$ cat config.mk
export PLATFORM = sky130hd
export DESIGN_NAME = hi_xcorr_ssp_rx
export DESIGN_NICKNAME = d
export VERILOG_FILES = /design/src/rtl/hi_xcorr_ssp_rx_pkg.sv /design/src/rtl/xcorr_pair_fifo.sv /design/src/rtl/hi_xcorr_ssp_rx.sv
export SDC_FILE = /design/constraint.sdc
export NUM_CORES = 1
export LEC_CHECK = 0
export CORE_MARGIN = 8
export CORE_UTILIZATION = 30
export CTS_CLUSTER_DIAMETER = 80
export DETAILED_ROUTE_END_ITERATION = 10
export SYNTH_ARGS = -nofsm -noshare
export SYNTH_HDL_FRONTEND = slang
export SYNTH_HIERARCHICAL = 1
export SYNTH_SLANG_ARGS = --single-unit
$ cat constraint.sdc
create_clock -name ck_1356meg -period 6.3 [get_ports ck_1356meg]
set_input_delay 0.945 -clock ck_1356meg [delete_from_list [all_inputs] [get_ports ck_1356meg]]
set_output_delay 0.945 -clock ck_1356meg [all_outputs]
set_load 0.01 [all_outputs]
$ cat src/rtl/hi_xcorr_ssp_rx_pkg.sv
// Shared constants and types for the xcorr SSP receiver.
//   SSP_BYTE_BITS  - bits per serial byte on the SSP stream
//   phase_e        - which half of an I/Q pair the next complete byte fills
//   FRAME_ERR_MAX  - saturation value of the framing-error counter
//   pair_t         - one I/Q correlation pair as stored in the FIFO
package hi_xcorr_ssp_rx_pkg;

    localparam int SSP_BYTE_BITS = 8;

    typedef enum logic {
        PHASE_I = 1'b0,
        PHASE_Q = 1'b1
    } phase_e;

    localparam logic [7:0] FRAME_ERR_MAX = 8'hFF;

    typedef struct packed {
        logic [7:0] i;
        logic [7:0] q;
    } pair_t;

endpackage

$ cat src/rtl/xcorr_pair_fifo.sv
// Show-ahead FIFO holding I/Q pairs.
//   clk_i/rst_ni  clock, asynchronous active-low reset
//   flush_i       empties the FIFO and clears overflow; wins over push/pop
//   push_i        write wdata_i (dropped and flagged when full with no pop)
//   wdata_i       pair to write
//   pop_i         consumer ready; pops the head when valid_o is high
//   rdata_o       head entry (zero while empty)
//   valid_o       head holds data
//   level_o       registered occupancy 0..DEPTH
//   overflow_o    sticky: a push was dropped
// Handshake: a transfer happens on a clock edge where valid_o && pop_i;
// rdata_o is stable while valid_o is high and pop_i is low.
module xcorr_pair_fifo #(
    parameter int DEPTH = 4,
    parameter int WIDTH = 16
) (
    input  logic                       clk_i,
    input  logic                       rst_ni,
    input  logic                       flush_i,
    input  logic                       push_i,
    input  logic [WIDTH-1:0]           wdata_i,
    input  logic                       pop_i,
    output logic [WIDTH-1:0]           rdata_o,
    output logic                       valid_o,
    output logic [$clog2(DEPTH):0]     level_o,
    output logic                       overflow_o
);

    localparam int AW = $clog2(DEPTH);
    localparam logic [AW:0] ONE = 1;

    logic [WIDTH-1:0] mem_q [DEPTH];
    logic [AW:0]      wr_ptr_q, rd_ptr_q, level_q;
    logic             overflow_q;
    logic             empty, full, do_pop, do_push;

    // Extra wrap bit separates full (same index, different lap) from empty.
    assign empty   = (wr_ptr_q == rd_ptr_q);
    assign full    = (wr_ptr_q[AW] != rd_ptr_q[AW]) &&
                     (wr_ptr_q[AW-1:0] == rd_ptr_q[AW-1:0]);
    assign do_pop  = pop_i && !empty && !flush_i;
    // A pop frees the slot in the same edge, so push-while-full succeeds then.
    assign do_push = push_i && (!full || do_pop) && !flush_i;

    always_ff @(posedge clk_i) begin
        if (do_push) begin
            mem_q[wr_ptr_q[AW-1:0]] <= wdata_i;
        end
    end

    always_ff @(posedge clk_i or negedge rst_ni) begin
        if (!rst_ni) begin
            wr_ptr_q   <= '0;
            rd_ptr_q   <= '0;
            level_q    <= '0;
            overflow_q <= 1'b0;
        end else if (flush_i) begin
            wr_ptr_q   <= '0;
            rd_ptr_q   <= '0;
            level_q    <= '0;
            overflow_q <= 1'b0;
        end else begin
            if (do_push) wr_ptr_q <= wr_ptr_q + ONE;
            if (do_pop)  rd_ptr_q <= rd_ptr_q + ONE;
            if (do_push && !do_pop)      level_q <= level_q + ONE;
            else if (do_pop && !do_push) level_q <= level_q - ONE;
            if (push_i && !do_push) overflow_q <= 1'b1;
        end
    end

    assign rdata_o    = empty ? '0 : mem_q[rd_ptr_q[AW-1:0]];
    assign valid_o    = !empty;
    assign level_o    = level_q;
    assign overflow_o = overflow_q;

endmodule

$ cat src/rtl/hi_xcorr_ssp_rx.sv
// Receiver for the xcorr SSP stream. Oversamples ssp_clk/ssp_frame/ssp_din on
// ck_1356meg, deserialises MSB-first bytes on each ssp_clk falling edge, pairs
// consecutive bytes into I/Q and queues them in a show-ahead FIFO.
//   ck_1356meg, reset_n           clock and asynchronous active-low reset
//   ssp_clk, ssp_frame, ssp_din   asynchronous serial input
//   resync                        flush FIFO, restart at I phase, clear flags
//   pair_valid/pair_ready         output handshake (transfer on valid&&ready)
//   corr_i, corr_q                head pair, two's complement
//   fifo_level                    occupancy
//   overflow                      sticky pair-dropped flag
//   frame_err                     saturating framing-error count
module hi_xcorr_ssp_rx
    import hi_xcorr_ssp_rx_pkg::*;
#(
    parameter int FIFO_DEPTH  = 4,
    parameter int SYNC_STAGES = 2
) (
    input  logic                         ck_1356meg,
    input  logic                         reset_n,
    input  logic                         ssp_clk,
    input  logic                         ssp_frame,
    input  logic                         ssp_din,
    input  logic                         resync,
    output logic                         pair_valid,
    input  logic                         pair_ready,
    output logic [7:0]                   corr_i,
    output logic [7:0]                   corr_q,
    output logic [$clog2(FIFO_DEPTH):0]  fifo_level,
    output logic                         overflow,
    output logic [7:0]                   frame_err
);

    localparam logic [2:0] LAST_BIT = 3'(SSP_BYTE_BITS - 1);

    logic [SYNC_STAGES-1:0] clk_sync_q, frame_sync_q, din_sync_q;
    logic                   clk_prev_q;
    logic                   clk_s, frame_s, din_s, fall;

    logic [2:0] bit_cnt_q;
    logic [6:0] shreg_q;
    logic [7:0] i_hold_q;
    logic [7:0] frame_err_q;
    phase_e     phase_q;
    logic       push_q;
    pair_t      pair_q;
    pair_t      head;
    logic [7:0] byte_d;

    always_ff @(posedge ck_1356meg or negedge reset_n) begin
        if (!reset_n) begin
            clk_sync_q   <= '0;
            frame_sync_q <= '0;
            din_sync_q   <= '0;
            clk_prev_q   <= 1'b0;
        end else begin
            clk_sync_q   <= {clk_sync_q[SYNC_STAGES-2:0], ssp_clk};
            frame_sync_q <= {frame_sync_q[SYNC_STAGES-2:0], ssp_frame};
            din_sync_q   <= {din_sync_q[SYNC_STAGES-2:0], ssp_din};
            clk_prev_q   <= clk_s;
        end
    end

    assign clk_s   = clk_sync_q[SYNC_STAGES-1];
    assign frame_s = frame_sync_q[SYNC_STAGES-1];
    assign din_s   = din_sync_q[SYNC_STAGES-1];
    assign fall    = clk_prev_q && !clk_s;
    // Completed byte when the current bit is the last one.
    assign byte_d  = {shreg_q, din_s};

    // Deserialiser and I/Q pairing. bit_cnt_q==0 means idle (no byte open).
    always_ff @(posedge ck_1356meg or negedge reset_n) begin
        if (!reset_n) begin
            bit_cnt_q   <= '0;
            shreg_q     <= '0;
            i_hold_q    <= '0;
            frame_err_q <= '0;
            phase_q     <= PHASE_I;
            push_q      <= 1'b0;
            pair_q      <= '0;
        end else begin
            push_q <= 1'b0;
            if (resync) begin
                bit_cnt_q   <= '0;
                phase_q     <= PHASE_I;
                frame_err_q <= '0;
            end else if (fall) begin
                if (frame_s) begin
                    shreg_q   <= {6'b0, din_s};
                    bit_cnt_q <= 3'd1;
                    // A frame marker inside an open byte: the partial byte is
                    // lost and pairing realigns on the new byte.
                    if (bit_cnt_q != '0) begin
                        phase_q <= PHASE_I;
                        if (frame_err_q != FRAME_ERR_MAX) begin
                            frame_err_q <= frame_err_q + 8'd1;
                        end
                    end
                end else if (bit_cnt_q != '0) begin
                    shreg_q <= byte_d[6:0];
                    if (bit_cnt_q == LAST_BIT) begin
                        bit_cnt_q <= '0;
                        if (phase_q == PHASE_I) begin
                            i_hold_q <= byte_d;
                            phase_q  <= PHASE_Q;
                        end else begin
                            pair_q  <= '{i: i_hold_q, q: byte_d};
                            push_q  <= 1'b1;
                            phase_q <= PHASE_I;
                        end
                    end else begin
                        bit_cnt_q <= bit_cnt_q + 3'd1;
                    end
                end
            end
        end
    end

    xcorr_pair_fifo #(
        .DEPTH (FIFO_DEPTH),
        .WIDTH (16)
    ) u_fifo (
        .clk_i      (ck_1356meg),
        .rst_ni     (reset_n),
        .flush_i    (resync),
        .push_i     (push_q),
        .wdata_i    (pair_q),
        .pop_i      (pair_ready),
        .rdata_o    (head),
        .valid_o    (pair_valid),
        .level_o    (fifo_level),
        .overflow_o (overflow)
    );

    assign corr_i    = head.i;
    assign corr_q    = head.q;
    assign frame_err = frame_err_q;

endmodule

==> run_results.csv, run 1 <==
group,metric,value,unit
run_status,status,"complete, no violations",
cells_and_area,stdcell_area,6440,um2
sta,fmax,271,MHz
cells_and_area,regArea,3450,um2
critical_path,endpoint_kind,"output port",
routing,post-route-drc-count,0,
yosys,ys.flop_type,"edfxtp_1",
sta,setup_tns,0,ns
clock_tree,clk_latency,0.41,ns
critical_path,path_cells,"xor2_2 -> nor3_2 -> buf_4 -> nor2b_1 -> clkdlybuf4s50_1",
yosys,synth.distinct_cells,54,
power,p_sw,357,uW
flow_run,drv_cap,0,
clock_tree,clockBufferDepth,2,
floorplan,die_w,149,um
clock_tree,cts_tree,"done",
grt,grt_pass1_wl,15800,um
routing,via_per_inst,4.61,
floorplan,die_h,149,um
yosys,syn_avg_cell_area,15.9,um2
sta,fin_crit,3.69,ns
place,dpl.hpwl,5820,um
critical_path,crit_arrival,2.75,ns
routing,wl_per_cell,15.3,um
grt,grt_pass1_vias,3007,
sta,min_period_over_period,0.586,
floorplan,ios,36,
yosys,synth_edf_count,64,
cells_and_area,nets,392,
clock_tree,cts_setup_buffers,0,
critical_path,crit_family,"flip-flops",
floorplan,initial_core_util,0.306,
cells_and_area,layout.cells.non_filler,613,
place,dpl-instance-area,5860,um2
power,irDropWorstVdd,0.173,mV
yosys,synth_seq_area_share,0.653,
place,portBuffers,35,
routing,ant_nets,0,
grt,grt-busiest-layer,"met2",
critical_path,crit_path_start,"u_fifo/rd_ptr_q[1]",
sta,fin_ws,2.61,ns
grt,use_met1,0.109,
sta,rsz0062_at_grt,"no",
sta,finalSetupViolCount,0,
power,combPwrFrac,0.014,
routing,initialDrtViolationCount,108,
critical_path,critPathLaunchType,"register",
cells_and_area,synthToLayoutAreaGrowth,22.0,%
critical_path,path_class,"reg -> out",
critical_path,crit_buf_inv,2,
clock_tree,htree_levels,4,
yosys,yosys_warnings,6,
place,place_congestion,0.764,
cells_and_area,antenna_cells,0,
grt,grt_antenna_before_repair,0,
critical_path,crit_slowest_cell,"dfrtp_1",
grt,grt_max_degree,62,
critical_path,worstPathRequired,5.35,ns
grt,grt_usage,0.0931,
yosys,syn-instance-count,331,
yosys,synth_nets,348,
floorplan,rows,48,
power,clkPwrFrac,0.517,
critical_path,cp_slowest_stage_delay,1.00,ns
cells_and_area,multi_input_area,1710,um2
yosys,mappedNetlistArea,5280,um2
clock_tree,cts_root_buf,"clkbuf_16",
routing,routed_wl,9360,um
floorplan,die-area,22100,um2
clock_tree,clk_pin_slew,0.05,ns
yosys,synthArstFlopShare,0.488,
sta,worstMarginPinSlew,0.998,ns
sta,drv_slew,0,
clock_tree,cts-hold-fix-buffers,0,
critical_path,cp_max_fo,19,
grt,grt.overflow.total,0,
sta,clock_skew,0.00693,ns
power,leakage,0.00254,uW
routing,dr.pass1.iters,5,
cells_and_area,fill_cells,1600,
grt,grt_use_met3,0.0298,
routing,vias,2823,
power,seqPwrFrac,0.469,
cells_and_area,drive_gt1_frac,0.224,
clock_tree,cts_buffers,17,
critical_path,rr_startpoint,"u_fifo/rd_ptr_q[1]",
sta,slew_headroom,0.334,
power,swShare,0.194,
grt,use_met2,0.150,
power,powerDensity,286,nW/um2
worst_hold_path,hp-class,"reg -> reg",
clock_tree,cts.sinks,125,
power,p_int,1490,uW
place,preCtsSetupSlack,2.79,ns
clock_tree,cts-resized-gates,0,
place,place_inst,581,
sta,hold_viol,0,
yosys,ys_ff_latch,125,
floorplan,core,17200,um2
worst_hold_path,holdCritStartpoint,"din_sync_q[0]",
cell usage in the layout, fill, tap and decap left out, types with 8 or more instances in the layout:
| cell | n |
|---|---|
| inv_1 | 10 |
| clkdlybuf4s50_1 | 34 |
| mux2_2 | 16 |
| mux4_2 | 16 |
| nor2_1 | 22 |
| ha_1 | 9 |
| clkbuf_16 | 17 |
| mux2_4 | 9 |
| nand2_1 | 8 |
| nor2b_1 | 20 |
| edfxtp_1 | 64 |
| dfrtp_1 | 61 |
layer usage:
layer / vias up / wire length [um]
met5: - / 0
met1: 1422 / 4170
met4: 0 / 184
met3: 15 / 425
met2: 59 / 4580
li1: 1327 / -
cells in the mapped netlist (2+ instances only):
cell | number | area share
edfxtp_1 | 64 | 0.36
dfrtp_1 | 61 | 0.29
nor2_1 | 22 | 0.016
nor2b_1 | 20 | 0.024
mux2_2 | 16 | 0.034
mux4_2 | 16 | 0.068
inv_1 | 10 | 0.0071
ha_1 | 9 | 0.021
mux2_4 | 9 | 0.026
nand2_1 | 8 | 0.0057
a21oi_1 | 7 | 0.0066
clkbuf_1 | 7 | 0.0050
a22o_1 | 6 | 0.010
nor3_1 | 6 | 0.0057
nand3_1 | 5 | 0.0047
and2_1 | 4 | 0.0047
buf_6 | 4 | 0.0085
nand2b_1 | 4 | 0.0047
xnor2_1 | 4 | 0.0066
a31oi_1 | 3 | 0.0036
mux2i_1 | 3 | 0.0057
nand3b_1 | 3 | 0.0043
xor2_1 | 3 | 0.0050
a41oi_1 | 2 | 0.0033
and3_1 | 2 | 0.0024
buf_2 | 2 | 0.0019
nor4b_1 | 2 | 0.0033
o21ai_0 | 2 | 0.0019
o31ai_1 | 2 | 0.0028
kinds of logic (layout without fill, tap and decap cells):
family / Yosys count / count (layout) / share of synthesized area
xor gates and xnor gates: 9 / 9 / 0.0199
and+or+nand+nor: 88 / 88 / 0.0958
buffers and inverters: 24 / 81 / 0.0239
DFF: 125 / 125 / 0.653
AOI/OAI and AO/OA: 30 / 30 / 0.0460
adders and majority gates: 10 / 10 / 0.0251
muxes: 45 / 45 / 0.136
flip-flops by register name (all words and copies together) (netlist names):
| register | count |
|---|---|
| u_fifo/mem_q | 64 |
| pair_q | 16 |
| frame_err | 8 |
| i_hold_q | 8 |
| shreg_q | 7 |
| bit_cnt_q | 3 |
| u_fifo/level_o | 3 |
| u_fifo/rd_ptr_q | 3 |
| u_fifo/wr_ptr_q | 3 |
| clk_sync_q | 2 |
| din_sync_q | 2 |
| frame_sync_q | 2 |
| clk_prev_q | 1 |
| phase_q | 1 |
| push_q | 1 |
| u_fifo/overflow_o | 1 |
power by group through the flow:
stage	combinational, uW	sequential, uW	clock [uW]
global placement	25.8	879	0
floorplan	11.3	877	0
finish	25.7	864	953
CTS	27.1	863	979
detailed placement	26.9	879	0
global route	29.7	864	1020
stage by stage:
step | hold slack, ns | util | power, uW
global placement | 0.336 | 0.340 | 904
detailed placement | 0.335 | 0.340 | 906
global route | 0.354 | 0.374 | 1910
finish | 0.347 | 0.374 | 1840
CTS | 0.347 | 0.374 | 1870
floorplan | 0.331 | - | 888
path summary, 6_finish.rpt:
| kind | endpoint | slack [ns] | cells after the start |
|---|---|---|---|
| min reg2reg | din_sync_q[1] | 0.35 | 0 |
| max in group asynchronous | din_sync_q[1] | 5.07 | 2 |
| min in group asynchronous | frame_err[5] | 0.70 | 2 |
| max reg2reg | u_fifo/level_o[2] | 3.18 | 7 |
| min | din_sync_q[1] | 0.35 | 0 |
| max | corr_q[5] | 2.61 | 5 |
area by class of cell:
type	instances	area share
clock buffers	20	0.0678
well taps	225	0.0437
flip-flops and latches	125	0.535
clock inverters	12	0.0227
multi-input cells	182	0.266
inverters	10	0.00583
repair buffers	39	0.0583
Note: power is estimated with default switching activity, not from simulation.
==> run 2, diff against run 1 <==
- clock period: 6.3 -> 3.12 ns (I/O delays scaled with it)
==> run 2 against run 1 <==
  * Critical path depth fell by 1
  * Register-to-register slack got worse by 2.4 ns
  * Sequential share of layout area down 0.15 points
  * Via count up 0.53%
  * Die area is the same
  * Final cell count increased by 1.1%
  * Largest power group unchanged
==> run_results.csv, run 2 (synthesized netlist as in run 1, its figures left out) <==
group,metric,value,unit
cells_and_area,finish.utilization,0.375,
critical_path,endpoint_kind,"output port",
sta,fmax,340,MHz
sta,slew_headroom,0.343,
place,dpl.hpwl,6270,um
critical_path,critPathLaunchType,"register",
sta,finalSetupViolCount,0,
power,irDropWorstVdd,0.364,mV
clock_tree,clk_pin_slew,0.06,ns
routing,dr.pass1.iters,4,
critical_path,rrSetupSlack,0.75,ns
worst_hold_path,hp-class,"reg -> reg",
sta,hold_viol,0,
floorplan,initial_core_util,0.306,
clock_tree,clk_latency,0.41,ns
sta,clock_skew,0.00749,ns
clock_tree,cts_tree,"done",
clock_tree,clockBufferDepth,2,
clock_tree,cts.sinks,125,
power,leakage,0.00253,uW
grt,grt_pass1_wl,15900,um
critical_path,rr_startpoint,"u_fifo/rd_ptr_q[0]",
place,place_congestion,0.775,
routing,via_per_inst,4.58,
sta,worstMarginPinSlew,0.985,ns
critical_path,cp_max_fo,16,
cells_and_area,final_cell_mix,"edfxtp_1 (64), dfrtp_1 (61), clkdlybuf4s50_1 (34), nor2_1 (22), nor2b_1 (20)",
critical_path,path_class,"reg -> out",
critical_path,timing.rr.end,"u_fifo/level_o[2]",
cells_and_area,final_common_cell,"edfxtp_1",
cells_and_area,nets,399,
floorplan,core,17200,um2
run_status,status,"complete, no violations",
cells_and_area,fill_cells,1584,
sta,min_period_over_period,0.944,
routing,vias,2838,
grt,grt_max_degree,25,
cells_and_area,drive_gt1_frac,0.238,
worst_hold_path,hold-path-endpoint,"din_sync_q[1]",
grt,grt_antenna_before_repair,0,
worst_hold_path,min_path_cells,0,
sta,fin_ws,0.176,ns
place,preCtsSetupSlack,0.481,ns
routing,wl_per_cell,15.6,um
floorplan,ios,36,
cells_and_area,regArea,3450,um2
sta,drv_slew,0,
sta,rsz0062_at_grt,"no",
place,portBuffers,35,
cells_and_area,antenna_cells,0,
power,powerDensity,559,nW/um2
routing,initialDrtViolationCount,126,
cells_and_area,synthToLayoutAreaGrowth,22.4,%
worst_hold_path,holdCritStartpoint,"din_sync_q[0]",
cells_and_area,largest_reg_flops,64,
cells_and_area,multi_input_area,1710,um2
floorplan,die_h,149,um
floorplan,die-area,22100,um2
clock_tree,cts_root_buf,"clkbuf_16",
clock_tree,htree_levels,4,
flow_run,drv_cap,0,
routing,ant_nets,0,
floorplan,die_w,149,um
routing,routed_wl,9680,um
sta,whs,0.346,ns
clock_tree,cts_buffers,17,
clock_tree,cts_setup_buffers,0,
sta,fin_crit,2.94,ns
grt,grt_usage,0.0946,
critical_path,reg2reg_depth,7,
grt,grt_pass1_vias,3050,
routing,post-route-drc-count,0,
floorplan,rows,48,
sta,setup_tns,0,ns
grt,grt.overflow.total,0,
critical_path,crit_arrival,2.48,ns
critical_path,worstPathRequired,2.65,ns
## run 2: area by class of cell
type                            instances  area share
Sequential cell                       125       0.534
Multi-Input combinational cell        182       0.264
Clock buffer                           19      0.0670
Timing Repair Buffer                   46      0.0667
Tap cell                              225      0.0436
Clock inverter                         13      0.0184
Inverter                               10     0.00581
## run 2: metrics by stage
| step | power (uW) | cells | instance area (um2) |
|---|---|---|---|
| 3_3_place_gp | 1830 | 587 | 5900 |
| 3_5_place_dp | 1830 | 587 | 5900 |
| 2_1_floorplan | 1790 | 331 | 5280 |
| 6_report | 3610 | 620 | 6460 |
| 5_1_grt | 3730 | 620 | 6460 |
| 4_1_cts | 3650 | 620 | 6460 |
## run 2: worst max-delay path: stages (launching register included)
cell             delay (ns)
dfrtp_1                0.50
buf_4                  0.38
mux4_2                 0.56
nor2b_1                0.14
clkdlybuf4s50_1        0.48
## run 2: routing by layer
| metal | share of wire | track usage | vias up | wire length (um) |
|---|---|---|---|---|
| li1 | - | - | 1339 | - |
| met1 | 0.43 | 0.105 | 1448 | 4120 |
| met2 | 0.52 | 0.159 | 41 | 5020 |
| met3 | 0.037 | 0.0310 | 10 | 359 |
| met4 | 0.019 | 0.0505 | 0 | 184 |
| met5 | 0 | 0 | - | 0 |
## run 2: where the power goes
part | switching (uW) | total, uW | internal [uW]
clock | 715 | 1810 | 1090
combinational | 35.0 | 56.0 | 21.0
sequential | 9.09 | 1740 | 1730
## run 2: how the worst max path moves through the flow
| stage | from | end | slack [ns] | cells past startpoint |
|---|---|---|---|---|
| after CTS | u_fifo/rd_ptr_q[0] | corr_q[5] | 0.09 | 4 |
| after floorplan | u_fifo/rd_ptr_q[1] | u_fifo/mem_q[3][0] | 0.61 | 4 |
| final | u_fifo/rd_ptr_q[0] | corr_q[7] | 0.18 | 4 |
| after global placement | pair_ready | u_fifo/level_o[2] | 0.52 | 7 |
| after detailed placement | pair_ready | u_fifo/level_o[2] | 0.48 | 7 |
| after global routing | u_fifo/rd_ptr_q[0] | corr_q[7] | 0.02 | 4 |
## run 2: timing repair
| item | in CTS | in global routing |
|---|---|---|
| gates resized for setup | 0 | 0 |
| hold buffers | 1 | 0 |
| endpoints found under the hold margin | 14 | 0 |
==> run 3, diff against run 2 <==
- CAP_MARGIN: unset -> 25
- CORE_UTILIZATION: 30 -> 55
- DONT_BUFFER_PORTS: unset -> 1
- PLACE_DENSITY: unset -> 0.73
==> run 3 against run 2 <==
  * Non-clock buffer count decreased by 33
  * Design area is 6.1% lower
  * Routed wire length down 8.7%
  * Clock skew shrank 0.0012 ns
  * Global-route usage rose by 5.6 points
  * Sequential share of layout area grew 3.5 points
  * Hold slack worse by 0.33 ns
  * Register-to-register slack worse by 0.09 ns
  * Total power grew 1.4%
  * Final cell count fell by 21%
  * Worst setup slack improved by 0.41 ns
  * Critical path type unchanged
  * Largest cell class unchanged
==> run_results.csv, run 3 (synthesized netlist as in run 1, its figures left out) <==
group,metric,value,unit
run_status,status,"complete, no violations",
cells_and_area,synthToLayoutAreaGrowth,14.8,%
sta,clock_skew,0.00627,ns
sta,hold_viol,0,
critical_path,crit_arrival,2.07,ns
sta,fin_crit,2.54,ns
cells_and_area,final_common_cell,"edfxtp_1",
cells_and_area,drive_gt1_frac,0.257,
cells_and_area,antenna_cells,0,
critical_path,cp_max_fo,18,
sta,fin_ws,0.583,ns
sta,rsz0062_at_grt,"no",
worst_hold_path,hp-class,"in -> reg",
place,preCtsSetupSlack,0.639,ns
clock_tree,cts.sinks,125,
grt,grt_usage,0.150,
critical_path,critPathLaunchType,"register",
sta,finalSetupViolCount,0,
grt,grt_pass1_wl,15000,um
sta,setup_tns,0,ns
cells_and_area,largest_reg_flops,64,
routing,ant_nets,0,
sta,whs,0.0200,ns
critical_path,worstPathRequired,2.65,ns
flow_run,drv_cap,0,
routing,post-route-drc-count,0,
cells_and_area,fill_cells,670,
grt,grt_antenna_before_repair,0,
sta,fmax,394,MHz
clock_tree,clk_latency,0.50,ns
routing,highest_layer,"met4",
power,leakage,0.00246,uW
clock_tree,clk_pin_slew,0.06,ns
routing,met3WireLength,336,um
routing,initialDrtViolationCount,141,
grt,grt_pass1_vias,2845,
floorplan,die_h,114,um
clock_tree,cts_root_buf,"clkbuf_8",
clock_tree,htree_levels,4,
place,dpl.hpwl,5470,um
floorplan,rows,35,
cells_and_area,final_cell_mix,"edfxtp_1 (64), dfrtp_1 (61), nor2_1 (22), nor2b_1 (20)",
power,powerDensity,604,nW/um2
place,portBuffers,0,
routing,routed_wl,8840,um
routing,wl_met1,4050,um
clock_tree,cts_tree,"done",
place,place_congestion,0.762,
floorplan,die_w,114,um
floorplan,core,9280,um2
routing,dr.pass1.iters,4,
routing,wl_per_cell,18.0,um
routing,vias,2724,
clock_tree,cts_buffers,17,
floorplan,initial_core_util,0.568,
sta,drv_slew,0,
power,irDropWorstVdd,0.455,mV
clock_tree,clockBufferDepth,2,
grt,grt_max_degree,62,
floorplan,ios,36,
sta,min_period_over_period,0.813,
floorplan,die-area,13000,um2
cells_and_area,nets,366,
routing,dr_wl_met2,4320,um
critical_path,path_class,"reg -> out",
sta,slew_headroom,0.590,
sta,worstMarginPinSlew,0.612,ns
routing,via_per_inst,5.55,
critical_path,endpoint_kind,"output port",
grt,grt.overflow.total,0,
## run 3: per-stage QoR
| step | instances | util | area [um2] | total power (uW) |
|---|---|---|---|---|
| 5_1_grt | 491 | 0.653 | 6060 | 3770 |
| 2_1_floorplan | 331 | - | 5280 | 1790 |
| 3_5_place_dp | 453 | 0.582 | 5410 | 1790 |
| 6_report | 491 | 0.653 | 6060 | 3660 |
| 3_3_place_gp | 453 | 0.582 | 5410 | 1790 |
| 4_1_cts | 491 | 0.653 | 6060 | 3690 |
## run 3: path summary, 6_finish.rpt
kind,from,endpoint,slack [ns],cells past startpoint
min,resync,frame_err[0],0.02,1
min reg2reg,frame_sync_q[0],frame_sync_q[1],0.34,0
max reg2reg,u_fifo/wr_ptr_q[0],u_fifo/level_o[2],0.66,7
max in group asynchronous,reset_n,pair_q[6],2.37,2
max,u_fifo/rd_ptr_q[0],corr_i[0],0.58,3
min in group asynchronous,reset_n,frame_err[5],0.48,2
## run 3: area by class of cell
type	count	area, um2	area share
clock buffers	17	414	0.0683
clock inverters	15	161	0.0266
inverters	10	37.5	0.00619
multi-input cells	182	1710	0.282
flip-flops and latches	125	3450	0.569
well taps	129	161	0.0266
repair buffers	13	130	0.0215
## run 3: worst max-delay path: stages (launching register included)
cell	delay [ns]
dfrtp_1	0.44
buf_4	0.37
mux4_2	0.56
nor2b_1	0.18
## run 3: metal layers
metal / GRT usage / up-vias
met2: 0.236 / 45
met4: 0.0692 / 0
met1: 0.191 / 1390
met5: 0 / -
li1: - / 1276
met3: 0.0396 / 13
## run 3: power by group
part	switching [uW]	internal [uW]
clock	726	1150
combinational	25.6	17.6
sequential	9.50	1730
total	761	2900
## run 3: repair_timing
| item | CTS | global route |
|---|---|---|
| hold buffers | 6 | 0 |
| endpoints found under the setup margin | 0 | 0 |
| setup buffers | 0 | 0 |
| resized for setup | 0 | 0 |
| endpoints found under the hold margin | 66 | 0 |
